==> config.mk <==
export PLATFORM = sky130hd
export DESIGN_NAME = fetch_sequencer_flat
export DESIGN_NICKNAME = d
export VERILOG_FILES = /design/src/rtl/fetch_pkg.sv /design/src/rtl/fetch_sequencer_if.sv /design/src/rtl/fetch_skid_buf.sv /design/src/rtl/fetch_sequencer.sv /design/src/flat_wrapper.sv
export SDC_FILE = /design/constraint.sdc
export NUM_CORES = 1
export LEC_CHECK = 0
export ABC_AREA = 1
export CAP_MARGIN = 0
export CORE_ASPECT_RATIO = 1.75
export CORE_UTILIZATION = 55
export CTS_BUF_LIST = sky130_fd_sc_hd__clkbuf_8
export DETAILED_ROUTE_END_ITERATION = 7
export HOLD_SLACK_MARGIN = 0.05
export PLACE_DENSITY = 0.84
export SYNTH_ARGS = -nofsm -noshare
export SYNTH_HDL_FRONTEND = slang
export SYNTH_SLANG_ARGS = --single-unit
==> constraint.sdc <==
create_clock -name clk -period 3.8 [get_ports clk]
set_clock_uncertainty 0.1 [all_clocks]
set_input_delay 0.38 -clock clk [delete_from_list [all_inputs] [get_ports clk]]
set_output_delay 0.38 -clock clk [all_outputs]
set_load 0.05 [all_outputs]
==> src/rtl/fetch_pkg.sv <==
// -----------------------------------------------------------------------------
// fetch_pkg
// Shared definitions for the instruction-fetch sequencer: FSM state encoding,
// default datapath widths and the NOP pattern used to fill empty entries.
// -----------------------------------------------------------------------------
package fetch_pkg;

    localparam int ADDR_W_DEF  = 10;
    localparam int INSTR_W_DEF = 32;

    // addi x0, x0, 0 -- harmless filler so empty storage reads as a NOP in waves
    localparam logic [31:0] NOP = 32'h0000_0013;

    typedef enum logic [1:0] {
        ST_IDLE  = 2'd0,
        ST_RUN   = 2'd1,
        ST_HOLD  = 2'd2,
        ST_FLUSH = 2'd3
    } fetch_state_e;

endpackage

==> src/rtl/fetch_sequencer_if.sv <==
// -----------------------------------------------------------------------------
// fetch_sequencer_if
// Bundles the instruction-memory read port and the decode valid/ready port.
//   master : sequencer side (drives imem_en/imem_addr and the decode payload)
//   slave  : memory + decode side (drives imem_rdata and inst_ready)
// -----------------------------------------------------------------------------
interface fetch_sequencer_if
    import fetch_pkg::*;
#(
    parameter int ADDR_W  = ADDR_W_DEF,
    parameter int INSTR_W = INSTR_W_DEF
);
    logic               imem_en;
    logic [ADDR_W-1:0]  imem_addr;
    logic [INSTR_W-1:0] imem_rdata;
    logic [INSTR_W-1:0] Instruction;
    logic [ADDR_W-1:0]  Add;
    logic               inst_valid;
    logic               inst_ready;

    modport master (
        output imem_en, imem_addr, Instruction, Add, inst_valid,
        input  imem_rdata, inst_ready
    );

    modport slave (
        input  imem_en, imem_addr, Instruction, Add, inst_valid,
        output imem_rdata, inst_ready
    );
endinterface

==> src/rtl/fetch_skid_buf.sv <==
// -----------------------------------------------------------------------------
// fetch_skid_buf
// One-entry {instruction, address} holding buffer. Catches a memory response
// that arrives while the decode output register is stalled.
// Ports:
//   clk, rst_n            clock, async active-low reset
//   push_i/pop_i/flush_i  write entry / release entry / discard entry
//   instr_i, addr_i       entry written on push
//   instr_o, addr_o       stored entry
//   full_o                entry valid
// Flush wins over push, push over pop (push and pop never coincide).
// -----------------------------------------------------------------------------
module fetch_skid_buf
    import fetch_pkg::*;
#(
    parameter int ADDR_W  = ADDR_W_DEF,
    parameter int INSTR_W = INSTR_W_DEF
) (
    input  logic               clk,
    input  logic               rst_n,
    input  logic               push_i,
    input  logic               pop_i,
    input  logic               flush_i,
    input  logic [INSTR_W-1:0] instr_i,
    input  logic [ADDR_W-1:0]  addr_i,
    output logic [INSTR_W-1:0] instr_o,
    output logic [ADDR_W-1:0]  addr_o,
    output logic               full_o
);
    logic               full_q,  full_d;
    logic [INSTR_W-1:0] instr_q, instr_d;
    logic [ADDR_W-1:0]  addr_q,  addr_d;

    always_comb begin
        full_d  = full_q;
        instr_d = instr_q;
        addr_d  = addr_q;
        if (flush_i || (pop_i && !push_i)) begin
            full_d  = 1'b0;
            instr_d = INSTR_W'(NOP);
            addr_d  = '0;
        end else if (push_i) begin
            full_d  = 1'b1;
            instr_d = instr_i;
            addr_d  = addr_i;
        end
    end

    always_ff @(posedge clk or negedge rst_n) begin
        if (!rst_n) begin
            full_q  <= 1'b0;
            instr_q <= INSTR_W'(NOP);
            addr_q  <= '0;
        end else begin
            full_q  <= full_d;
            instr_q <= instr_d;
            addr_q  <= addr_d;
        end
    end

    assign instr_o = instr_q;
    assign addr_o  = addr_q;
    assign full_o  = full_q;
endmodule

==> src/rtl/fetch_sequencer.sv <==
// -----------------------------------------------------------------------------
// fetch_sequencer
// Owns the PC, issues reads to a 1-cycle-latency instruction memory, applies
// branch redirects and hands {Instruction, Add} to decode over valid/ready.
// Ports:
//   clk, Reset       clock, async active-low reset
//   en               fetch enable (0 drains and parks in IDLE)
//   Branch           redirect this cycle to TargetAddress (highest priority)
//   TargetAddress    redirect target
//   bus (master)     imem_en/imem_addr/imem_rdata, Instruction/Add/inst_valid/inst_ready
//   state            FSM state for debug
// Output path: a registered output slot plus a bypass of the memory response,
// so a response into an empty slot is visible the cycle it arrives.
// -----------------------------------------------------------------------------
module fetch_sequencer
    import fetch_pkg::*;
#(
    parameter int                ADDR_W   = ADDR_W_DEF,
    parameter int                INSTR_W  = INSTR_W_DEF,
    parameter logic [ADDR_W-1:0] RESET_PC = '0
) (
    input  logic               clk,
    input  logic               Reset,
    input  logic               en,
    input  logic               Branch,
    input  logic [ADDR_W-1:0]  TargetAddress,
    fetch_sequencer_if.master  bus,
    output logic [1:0]         state
);
    fetch_state_e       state_q, state_d;
    logic [ADDR_W-1:0]  pc_q, pc_d;
    logic               inflight_q, inflight_d;
    logic [ADDR_W-1:0]  inflight_addr_q, inflight_addr_d;
    logic               out_valid_q, out_valid_d;
    logic [INSTR_W-1:0] out_instr_q, out_instr_d;
    logic [ADDR_W-1:0]  out_addr_q, out_addr_d;

    logic               skid_full, skid_full_d;
    logic [INSTR_W-1:0] skid_instr;
    logic [ADDR_W-1:0]  skid_addr;
    logic               inst_valid, xfer, issue, skid_push, skid_pop;

    // Head of the output: the register if occupied, otherwise the live response.
    assign inst_valid      = out_valid_q | inflight_q;
    assign xfer            = inst_valid & bus.inst_ready;
    assign bus.inst_valid  = inst_valid;
    assign bus.Instruction = out_valid_q ? out_instr_q :
                             (inflight_q ? bus.imem_rdata : '0);
    assign bus.Add         = out_valid_q ? out_addr_q :
                             (inflight_q ? inflight_addr_q : '0);

    // Issue only if the slot is guaranteed free when the response lands;
    // a stalled bypass still counts as free, which is what the skid absorbs.
    assign issue     = (state_q == ST_RUN) && en && !Branch && (!out_valid_q || xfer);
    assign skid_push = !Branch && inflight_q && out_valid_q && !xfer;
    assign skid_pop  = !Branch && skid_full && out_valid_q && xfer;
    assign skid_full_d = skid_push | (skid_full & ~skid_pop);

    assign bus.imem_en   = issue;
    assign bus.imem_addr = pc_q;       // parked on pc when idle: no address toggling
    assign state         = state_q;

    fetch_skid_buf #(.ADDR_W(ADDR_W), .INSTR_W(INSTR_W)) u_skid (
        .clk     (clk),
        .rst_n   (Reset),
        .push_i  (skid_push),
        .pop_i   (skid_pop),
        .flush_i (Branch),
        .instr_i (bus.imem_rdata),
        .addr_i  (inflight_addr_q),
        .instr_o (skid_instr),
        .addr_o  (skid_addr),
        .full_o  (skid_full)
    );

    always_comb begin
        pc_d            = pc_q;
        inflight_d      = issue;
        inflight_addr_d = inflight_addr_q;
        out_valid_d     = out_valid_q;
        out_instr_d     = out_instr_q;
        out_addr_d      = out_addr_q;

        if (Branch)     pc_d = TargetAddress;
        else if (issue) pc_d = pc_q + ADDR_W'(1);
        if (issue)      inflight_addr_d = pc_q;

        if (Branch) begin
            out_valid_d = 1'b0;
        end else if (out_valid_q) begin
            if (xfer) begin
                if (skid_full) begin
                    out_instr_d = skid_instr;
                    out_addr_d  = skid_addr;
                end else if (inflight_q) begin
                    out_instr_d = bus.imem_rdata;
                    out_addr_d  = inflight_addr_q;
                end else begin
                    out_valid_d = 1'b0;
                end
            end
        end else if (inflight_q && !xfer) begin
            // Bypassed response not taken: park it in the output register.
            out_valid_d = 1'b1;
            out_instr_d = bus.imem_rdata;
            out_addr_d  = inflight_addr_q;
        end
    end

    always_comb begin
        state_d = state_q;
        unique case (state_q)
            ST_IDLE: if (!Branch && en) state_d = ST_RUN;
            ST_RUN, ST_HOLD: begin
                if (Branch) begin
                    state_d = en ? ST_FLUSH : ST_IDLE;
                end else begin
                    if (skid_push)     state_d = ST_HOLD;
                    else if (skid_pop) state_d = ST_RUN;
                    if (!en && !inflight_d && !out_valid_d && !skid_full_d)
                        state_d = ST_IDLE;
                end
            end
            ST_FLUSH: state_d = !en ? ST_IDLE : (Branch ? ST_FLUSH : ST_RUN);
            default:  state_d = ST_IDLE;
        endcase
    end

    always_ff @(posedge clk or negedge Reset) begin
        if (!Reset) begin
            state_q         <= ST_IDLE;
            pc_q            <= RESET_PC;
            inflight_q      <= 1'b0;
            inflight_addr_q <= '0;
            out_valid_q     <= 1'b0;
            out_instr_q     <= '0;
            out_addr_q      <= '0;
        end else begin
            state_q         <= state_d;
            pc_q            <= pc_d;
            inflight_q      <= inflight_d;
            inflight_addr_q <= inflight_addr_d;
            out_valid_q     <= out_valid_d;
            out_instr_q     <= out_instr_d;
            out_addr_q      <= out_addr_d;
        end
    end
endmodule

==> src/flat_wrapper.sv <==
// flat-port wrapper written by rule: the top's interface ports become plain ports
module fetch_sequencer_flat import fetch_pkg::*;
#(
    parameter int                ADDR_W   = ADDR_W_DEF,
    parameter int                INSTR_W  = INSTR_W_DEF,
    parameter logic [ADDR_W-1:0] RESET_PC = '0
)
  (clk, Reset, en, Branch, TargetAddress, state, bus_imem_en, bus_imem_addr, bus_Instruction, bus_Add, bus_inst_valid, bus_imem_rdata, bus_inst_ready);
  fetch_sequencer_if #(.ADDR_W(ADDR_W), .INSTR_W(INSTR_W)) bus_i ();
  input  logic clk;
  input  logic Reset;
  input  logic en;
  input  logic Branch;
  input  logic [ADDR_W-1:0] TargetAddress;
  output logic [1:0] state;
  output wire logic [$bits(bus_i.imem_en)-1:0] bus_imem_en;
  output wire logic [$bits(bus_i.imem_addr)-1:0] bus_imem_addr;
  output wire logic [$bits(bus_i.Instruction)-1:0] bus_Instruction;
  output wire logic [$bits(bus_i.Add)-1:0] bus_Add;
  output wire logic [$bits(bus_i.inst_valid)-1:0] bus_inst_valid;
  input wire logic [$bits(bus_i.imem_rdata)-1:0] bus_imem_rdata;
  input wire logic [$bits(bus_i.inst_ready)-1:0] bus_inst_ready;
  assign bus_imem_en = bus_i.imem_en;
  assign bus_imem_addr = bus_i.imem_addr;
  assign bus_Instruction = bus_i.Instruction;
  assign bus_Add = bus_i.Add;
  assign bus_inst_valid = bus_i.inst_valid;
  assign bus_i.imem_rdata = bus_imem_rdata;
  assign bus_i.inst_ready = bus_inst_ready;
  fetch_sequencer #(.ADDR_W(ADDR_W), .INSTR_W(INSTR_W), .RESET_PC(RESET_PC)) u_core (.clk(clk), .Reset(Reset), .en(en), .Branch(Branch), .TargetAddress(TargetAddress), .bus(bus_i), .state(state));
endmodule
Word-level counts from Yosys, hierarchy flattened
Index checks and enable logic that the tools add are counted.

word-level totals
  register bits after elaboration = 109
  input bits = 47
  output and inout port bits = 56
  word-level logic and storage cells = 93

cells by class
  $add $sub $neg = 1
  equality and inequality tests = 7
  mux-type cells = 37
  bitwise logic cells = 6
  reduce and logical (&&, ||, !) cells = 32

operators by type and width
  operator                 number
  $mux W32                 9
  $mux W10                 11
  $mux W2                  8
  $logic_and A1 B1 Y1      15
  $add A10 B1 Y10 const B  1
  $logic_not A1 Y1         8
  $mux W1                  8
  $pmux W2 S3              1
  $reduce_bool A2 Y1       3
  $ne A5 B2 Y1 const B     1
  $eq A2 B2 Y1 const B     2
  $reduce_and A4 Y1        1
  $ne A3 B2 Y1 const B     1
  $and A1 B1 Y1            2
  $eq A2 B1 Y1 const B     1
  $logic_not A2 Y1         1
  $logic_or A1 B1 Y1       2
  $ne A2 B1 Y1 const B     1
  $ne A2 B2 Y1 const B     1
  $not A1 Y1               2
  $or A1 B1 Y1             2
  $reduce_and A2 Y1        1
  $reduce_or A2 Y1         1

Logic depth before layout (Yosys ltp)
Gate-level depths: netlist of the first run.

  depth after elaboration = 13
  depth in mapped cells = 11

Modules after synthesis
From an unflattened synthesis of the first run, not the netlist that was laid out.

second synthesis, totals
  cell total of the unflattened synthesis = 687
  area total of the unflattened synthesis = 5891.9 um2

by module, submodules not included
  module           instances  cells each  area each (um2)  sequential area each (um2)
  fetch_sequencer  1          490         3937.5           1651.6
  fetch_skid_buf   1          197         1954.4           1079.8

Worst setup path after synthesis of the first run
Ideal clock, no wire load.

  path kind = reg-to-output
  start point = register u_core.out_valid_q
  end point = output port bus_Add[0]
  arrival time = 1.687 ns
  setup slack = 1.633 ns
  stages on the path, launching flop included = 5
  cell sequence = dfrtp_1 inv_2 nand2_1 buf_1 o22ai_1

between the ends
  longest elaborated chain between the ends = 1

ends and longest elaborated chain
  item                    line                    text
  from (decl)             fetch_sequencer.sv:34   logic out_valid_q, out_valid_d;
  from (signal assigned)  fetch_sequencer.sv:143  out_valid_q <= out_valid_d;
  $mux W10                fetch_sequencer.sv:49   assign bus.Add = out_valid_q ? out_addr_q :
  to (decl)               flat_wrapper.sv:19      output wire logic [$bits(bus_i.Add)-1:0] bus_Add;

No other way between the ends.

Final worst setup path of the first run
  start point = register u_core.out_valid_q
  end point = output port bus_Instruction[4]

between the ends
  longest elaborated chain between the ends = 1

ends and longest elaborated chain
  item       line                   text
  $mux W32   fetch_sequencer.sv:47  assign bus.Instruction = out_valid_q ? out_instr_q :
  to (decl)  flat_wrapper.sv:18     output wire logic [$bits(bus_i.Instruction)-1:0] bus_Instruction;

No other way between the ends.

==> metrics.csv, run 1 <==
stage;metric;value;unit
outcome;status;finished clean;
setup_path;crit_type;flop to primary output;
placement;dp_slack;0.892;ns
logic_synthesis;synth_flop_cell;dfrtp_1;
global_routing;grt_start_max_net_pins;85;
placement;dp.cells;823;
detailed_routing;routed_via_density;5.57;
clocking;cts.htree.levels;3;
pwr;internal-power;2.51;mW
logic_synthesis;syn-num-nets;680;
timing;worst_slew_pin_slew;1.08;ns
die;die_w;78.7;um
pwr;seqPwrFrac;0.385;
setup_path;reg2reg_from;u_core.out_valid_q;
setup_path;crit_path_max_incr_delay;0.85;ns
clocking;clk-insertion-delay-late;0.36;ns
finish;drive_above_1_share;0.190;
hold_path;hold_class;flop to flop;
hold_path;min_path_cells;2;
global_routing;grt_overflow;0;
setup_path;crit_required;3.32;ns
timing;setup_viol;0;
logic_synthesis;avgSynthCellArea;9.02;um^2
pwr;power.density;606;mW/mm^2
setup_path;critPathLaunchType;flop;
clocking;cts_made_buffers;9;
setup_path;cp.arrival;2.82;ns
global_routing;grt_pass1_wl;21200;um
logic_synthesis;async_reset_ff_frac;1.00;
timing;setup_ws;0.503;ns
timing;drv_slew;0;
setup_path;path_buf_inv;2;
logic_synthesis;synth_seq_cells;109;
setup_path;worstReg2RegEnd;u_core.state[0];
finish;fin_cells;839;
logic_synthesis;synth.most_common_cell;nand2_1;
logic_synthesis;seq_area_frac_synth;0.482;
setup_path;crit_chain;inv_2, nand2_1, o22ai_1, clkdlybuf4s50_1;
die;rows;48;
die;start_util;0.572;
pwr;netSwitchingFraction;0.395;
placement;portBuffers;102;
setup_path;critPathCaptureType;primary output;
logic_synthesis;synth_commonest_cells;nand2_1 (132), dfrtp_1 (106), inv_1 (105), o21ai_0 (48), o22ai_1 (42);
die;die_h;136;um
pwr;ir_worst_vdd;0.409;mV
clocking;clock_sinks;109;
placement;hpwl;8510;um
die;die_area;0.0107;mm^2
logic_synthesis;synth_top_cell_by_area;dfrtp_1;
setup_path;ff2ff_setup_slack;1.63;ns
timing;final.min_clock_period;3.30;ns
placement;place.gp.congestion;0.836;
finish;n_antenna_cell;0;
job;maxCapViolCount;0;
clocking;cts_buffer_depth;2;
detailed_routing;via_count;4674;
logic_synthesis;ys_top_cells_by_area;dfrtp_1 (47%), nand2_1 (8.7%), o211ai_2 (8.4%), inv_1 (7.0%), o21ai_2 (5.9%);
finish;syn2layout_area_growth;21.0;%
detailed_routing;wl;12800;um
setup_path;slowest_stage;clkdlybuf4s50_1;
detailed_routing;final_antenna_net_count;0;
setup_path;worst-r2r-cell-count;10;
clocking;cts-resized-gates;0;
logic_synthesis;syn_inst;628;
clocking;cts_tree;built;
timing;whs;0.389;ns
global_routing;grt_util_all_layers;0.252;
clocking;clkTransAtPathRegs;0.09;ns
logic_synthesis;yosysWarnings;0;
setup_path;cp-startpoint;u_core.out_valid_q;
clocking;clock-root-buffer;clkbuf_8;
finish;n_fill_cell;808;
timing;period_share;0.868;
pwr;p_switching;1.64;mW
die;ios;103;
detailed_routing;wl_per_cell;15.2;um
pwr;combPwrFrac;0.412;
finish;post-route-util;0.692;
pwr;clockPowerShare;0.202;
timing;relSlewSlack;0.278;
timing;hold_viol_final;0;
setup_path;critical-path-top-delay-family;buffers and inverters;
global_routing;antenna_found_initial;0;
logic_synthesis;syn_area;0.00567;mm^2
logic_synthesis;synth_top_area_frac;0.468;
pwr;p_leak;3.25;nW
die;fp.coreArea;0.00991;mm^2
hold_path;min-delay-start;u_core.inflight_addr_q[8];
detailed_routing;firstDrtPassIters;4;
timing;tns;0;ns
timing;fmax;303;MHz
timing;rsz0062_at_grt;false;
setup_path;cp_max_fo;19;
global_routing;first_global_vias;4498;
logic_synthesis;ys_types;31;
detailed_routing;drtIter0Drc;294;
detailed_routing;drc;0;
logic_synthesis;synth_edf_count;0;
finish;fin_nets;762;
hold_path;hold_end;u_core.inflight_addr_q[8];
-- layout by cell type, fill, tap and decap left out, drive strengths merged, types with 2 or more instances in the layout --
cell type / netlist / layout
o21ai: 100 / 100
o221ai: 3 / 3
o22ai: 42 / 42
dfrtp: 106 / 106
xor2: 3 / 3
o211ai: 48 / 48
nor3: 2 / 2
inv: 108 / 108
nand2: 134 / 134
clkbuf: 16 / 11
bufinv: 0 / 3
ha: 5 / 5
buf: 23 / 33
clkdlybuf4s50: 0 / 76
nand3: 10 / 10
a21oi: 5 / 5
dfstp: 3 / 3
nor2: 16 / 16
-- state kept, by name (all words and copies together), names as in the netlist --
register	cells
u_core.bus.imem_addr	10
u_core.u_skid.addr_o	10
u_core.out_valid_q	1
u_core.out_addr_q	10
u_core.inflight_addr_q	10
u_core.u_skid.full_o	1
u_core.state	2
u_core.out_instr_q	32
u_core.inflight_q	1
u_core.u_skid.instr_o	32
-- final cells by class --
class / instances / area (um^2) / share of cell area
sequential: 109 / 2730 / 0.398
multi-input combinational: 372 / 2290 / 0.334
timing repair buffer: 110 / 1030 / 0.150
inverter: 108 / 405 / 0.0591
tap: 125 / 156 / 0.0228
clock buffer: 11 / 151 / 0.0221
clock inverter: 4 / 95.1 / 0.0139
-- worst reg2reg max path, stage by stage (launching register included) --
cell	delay, ns
dfrtp_1	0.51
inv_2	0.32
buf_4	0.38
nand2_1	0.15
nand3_1	0.09
nand2_1	0.07
nand3_1	0.11
nand2_1	0.08
nand2_1	0.09
nor2_1	0.05
a21oi_1	0.14
-- stage by stage --
step	area [um^2]	total power, mW
3_5_place_dp	6600	3.34
3_3_place_gp	6600	3.28
4_1_cts	6860	4.19
5_1_grt	6860	4.39
2_1_floorplan	5670	2.84
6_report	6860	4.16
-- power by group through the flow --
stage	clock (mW)	combinational [mW]	sequential [mW]
global route	0.899	1.86	1.64
detailed placement	0	1.72	1.62
CTS	0.861	1.73	1.60
finish	0.840	1.71	1.60
global placement	0	1.67	1.61
floorplan	0	1.13	1.71
-- layer usage --
| layer | wire, um | part of all wire | global-route usage | up-vias |
|---|---|---|---|---|
| met5 | 0 | 0 | 0 | - |
| met4 | 307 | 0.024 | 0.0916 | 0 |
| met3 | 527 | 0.041 | 0.0396 | 19 |
| met2 | 6720 | 0.53 | 0.444 | 124 |
| met1 | 5210 | 0.41 | 0.308 | 2289 |
| li1 | - | - | - | 2242 |
-- worst max path at each step --
| stage | cells after the start | endpoint | slack [ns] |
|---|---|---|---|
| 2_1_floorplan | 4 | bus_Add[0] | 1.63 |
| 4_1_cts | 4 | bus_Instruction[4] | 0.46 |
| 6_report | 4 | bus_Instruction[4] | 0.50 |
| 3_5_place_dp | 4 | bus_Instruction[4] | 0.89 |
| 3_3_place_gp | 5 | bus_imem_en | 0.92 |
| 5_1_grt | 4 | bus_Instruction[4] | 0.34 |
-- cell families (layout without fill, tap and decap cells) --
family,count (synthesis),count (layout),synth area share
compound gates,200,200,0.271
simple gates,163,163,0.114
buf+inv,147,233,0.116
flops,109,109,0.482
fa+ha+maj,5,5,0.0110
xor+xnor,4,4,0.00618
-- timing repair --
item                                   4_1_cts  5_1_grt
endpoints found under the hold margin       53        0
setup buffers                                0        0
hold buffers                                 1        0
Power figures use the tool's default switching activity.
==> inputs of run 2 (changes only) <==
- CAP_MARGIN: 0 -> not set
- GPL_TIMING_DRIVEN: not set -> 0
- SETUP_SLACK_MARGIN: not set -> 0.02
==> run 2 against run 1 <==
Routed wire length grew 9.5%. Largest power group unchanged. Cell count grew 3.8%. Register-to-register slack gained 0.33 ns. Global-route usage grew 2.6 points. Die area is the same. Critical endpoint is now bus_Instruction[13]. Highest routed layer unchanged. Flip-flop and latch count is the same. Sequential power is essentially flat. Critical path type unchanged. Count of clock-buffer cells in the layout is the same.
==> metrics.csv, run 2 (synthesis results as in run 1) <==
stage;metric;value;unit;change
die;die_area;0.0107;mm^2;unchanged
global_routing;grt_util_all_layers;0.278;;was 0.252
die;fp.coreArea;0.00991;mm^2;unchanged
clocking;cts.htree.levels;3;;unchanged
timing;final.min_clock_period;3.14;ns;was 3.30 ns
hold_path;min-delay-start;Branch;;was u_core.inflight_addr_q[8]
setup_path;crit_required;3.32;ns;about the same
setup_path;path_buf_inv;3;;was 2
job;maxCapViolCount;0;;unchanged
setup_path;crit_chain;inv_2, nand2_1, buf_1, o22ai_1, clkdlybuf4s50_1;;was inv_2, nand2_1, o22ai_1, clkdlybuf4s50_1
setup_path;cp_max_fo;10;;was 19
setup_path;reg2reg_from;u_core.out_valid_q;;unchanged
die;die_h;136;um;unchanged
global_routing;busiest_layer;met2;;unchanged
clocking;cts_tree;built;;unchanged
setup_path;worstReg2RegEnd;u_core.out_instr_q[1];;was u_core.state[0]
pwr;ir_worst_vdd;0.442;mV;was 0.409 mV
setup_path;critPathCaptureType;primary output;;unchanged
setup_path;cp.arrival;2.66;ns;was 2.82 ns
clocking;hold_buffers;1;;unchanged
global_routing;grt_overflow;0;;unchanged
detailed_routing;routed_via_density;5.57;;about the same
global_routing;grt_util_met3;0.0396;;unchanged
placement;hpwl;10400;um;was 8510 um
finish;post-route-util;0.713;;was 0.692
placement;place.gp.congestion;0.830;;was 0.836
hold_path;hold_end;u_core.state[0];;was u_core.inflight_addr_q[8]
setup_path;crit_type;flop to primary output;;unchanged
setup_path;worst-r2r-cell-count;5;;was 10
timing;fmax;318;MHz;was 303 MHz
finish;layout_common_cells;nand2_1 (132), inv_1 (108), dfrtp_1 (106);;was nand2_1 (131), dfrtp_1 (106), inv_1 (105)
clocking;cts_buffer_depth;2;;unchanged
clocking;post_cts_buffers;0;;unchanged
pwr;internal-power;2.42;mW;was 2.51 mW
pwr;clockPowerShare;0.171;;was 0.202
finish;fin_nets;794;;was 762
clocking;clock-root-buffer;clkbuf_8;;unchanged
die;start_util;0.572;;unchanged
timing;worst_slew_pin_slew;0.698;ns;was 1.08 ns
detailed_routing;via_count;4855;;was 4,674
pwr;power.density;578;mW/mm^2;was 606 mW/mm^2
detailed_routing;firstDrtPassIters;5;;was 4
global_routing;grt.met1_usage;0.308;;about the same
detailed_routing;wl_per_cell;16.0;um;was 15.2 um
die;ios;103;;unchanged
setup_path;crit_path_max_incr_delay;0.86;ns;was 0.85 ns
setup_path;ff2ff_setup_slack;1.96;ns;was 1.63 ns
timing;whs;0.351;ns;was 0.389 ns
hold_path;hold_class;primary input to flop;;was flop to flop
finish;syn2layout_area_growth;24.6;%;was 21.0%
global_routing;grt_start_max_net_pins;70;;was 85
die;rows;48;;unchanged
finish;drive_above_1_share;0.161;;was 0.190
pwr;p_leak;3.26;nW;was 3.25 nW
pwr;combPwrFrac;0.437;;was 0.412
global_routing;grtUsageMet2;0.512;;was 0.444
clocking;cts_made_buffers;9;;unchanged
placement;portBuffers;101;;was 102
clocking;clk-insertion-delay-late;0.37;ns;was 0.36 ns
clocking;clkTransAtPathRegs;0.09;ns;about the same
pwr;netSwitchingFraction;0.407;;was 0.395
timing;rsz0062_at_grt;false;;unchanged
timing;drv_slew;0;;unchanged
setup_path;slowest_stage;clkdlybuf4s50_1;;unchanged
global_routing;antenna_found_initial;0;;unchanged
detailed_routing;final_antenna_net_count;0;;unchanged
timing;period_share;0.827;;was 0.868
global_routing;grt_pass1_wl;23100;um;was 21,200 um
clocking;cts-resized-gates;0;;unchanged
finish;final_common_cell;nand2_1;;unchanged
pwr;seqPwrFrac;0.392;;was 0.385
clocking;clock_sinks;109;;unchanged
hold_path;min_path_cells;5;;was 2
timing;relSlewSlack;0.535;;was 0.278
pwr;p_switching;1.66;mW;was 1.64 mW
finish;n_antenna_cell;0;;unchanged
detailed_routing;drc;0;;unchanged
die;die_w;78.7;um;unchanged
timing;hold_viol_final;0;;unchanged
detailed_routing;drtIter0Drc;318;;was 294
detailed_routing;wl;14000;um;was 12,800 um
setup_path;critical-path-top-delay-family;buffers and inverters;;unchanged
global_routing;first_global_vias;4951;;was 4,498
setup_path;critPathLaunchType;flop;;unchanged
outcome;status;finished clean;;unchanged
timing;setup_viol;0;;unchanged
-- run 2: final cells by class --
| cell class | instances | area, um^2 |
|---|---|---|
| clock buffers | 11 | 151 |
| fillers | 805 | 2850 |
| multi-input cells | 372 | 2280 |
| flip-flops and latches | 109 | 2730 |
| well taps | 125 | 156 |
| clock inverters | 4 | 41.3 |
| repair buffers | 103 | 1050 |
| inverters | 108 | 405 |
| plain buffers | 39 | 250 |
-- run 2: through the flow --
step / worst slack, ns / instance area (um^2) / setup TNS [ns] / cells / total power [mW]
floorplan: 1.63 / 5670 / 0 / 628 / 2.84
global placement: -1.79 / 6830 / -189.99 / 854 / 3.32
detailed placement: 0.803 / 6860 / 0 / 855 / 3.40
CTS: 0.670 / 7060 / 0 / 871 / 4.11
global route: 0.541 / 7060 / 0 / 871 / 4.31
finish: 0.659 / 7060 / 0 / 871 / 4.08
-- run 2: power by group through the flow --
stage | Combinational, mW | Sequential (mW) | Clock, mW
after floorplan | 1.13 | 1.71 | 0
after global placement | 1.71 | 1.61 | 0
after detailed placement | 1.78 | 1.62 | 0
after CTS | 1.79 | 1.60 | 0.712
after global routing | 1.92 | 1.63 | 0.760
final | 1.78 | 1.60 | 0.696
-- run 2: worst max-delay path by stage --
| stage | from | to | slack (ns) | depth (start not counted) |
|---|---|---|---|---|
| 5_1_grt | u_core.out_valid_q | bus_Instruction[13] | 0.54 | 5 |
| 2_1_floorplan | u_core.out_valid_q | bus_Add[0] | 1.63 | 4 |
| 3_3_place_gp | Reset | u_core.out_instr_q[16] | -1.79 | 1 |
| 6_report | u_core.out_valid_q | bus_Instruction[13] | 0.66 | 5 |
| 3_5_place_dp | bus_inst_ready | bus_imem_en | 0.80 | 6 |
| 4_1_cts | u_core.out_valid_q | bus_Add[0] | 0.67 | 5 |
-- run 2: tightest hold or removal path, cell delays in order --
cell and delay [ns]:
buf_2 0.15, nand2_1 0.09, nand2_1 0.05, nand2_1 0.05
a21oi_1 0.06
-- run 2: metal layers --
metal | part of all wire | routed length (um)
met5 | 0 | 0
met4 | 0.028 | 389
met3 | 0.046 | 644
met2 | 0.55 | 7640
met1 | 0.38 | 5300
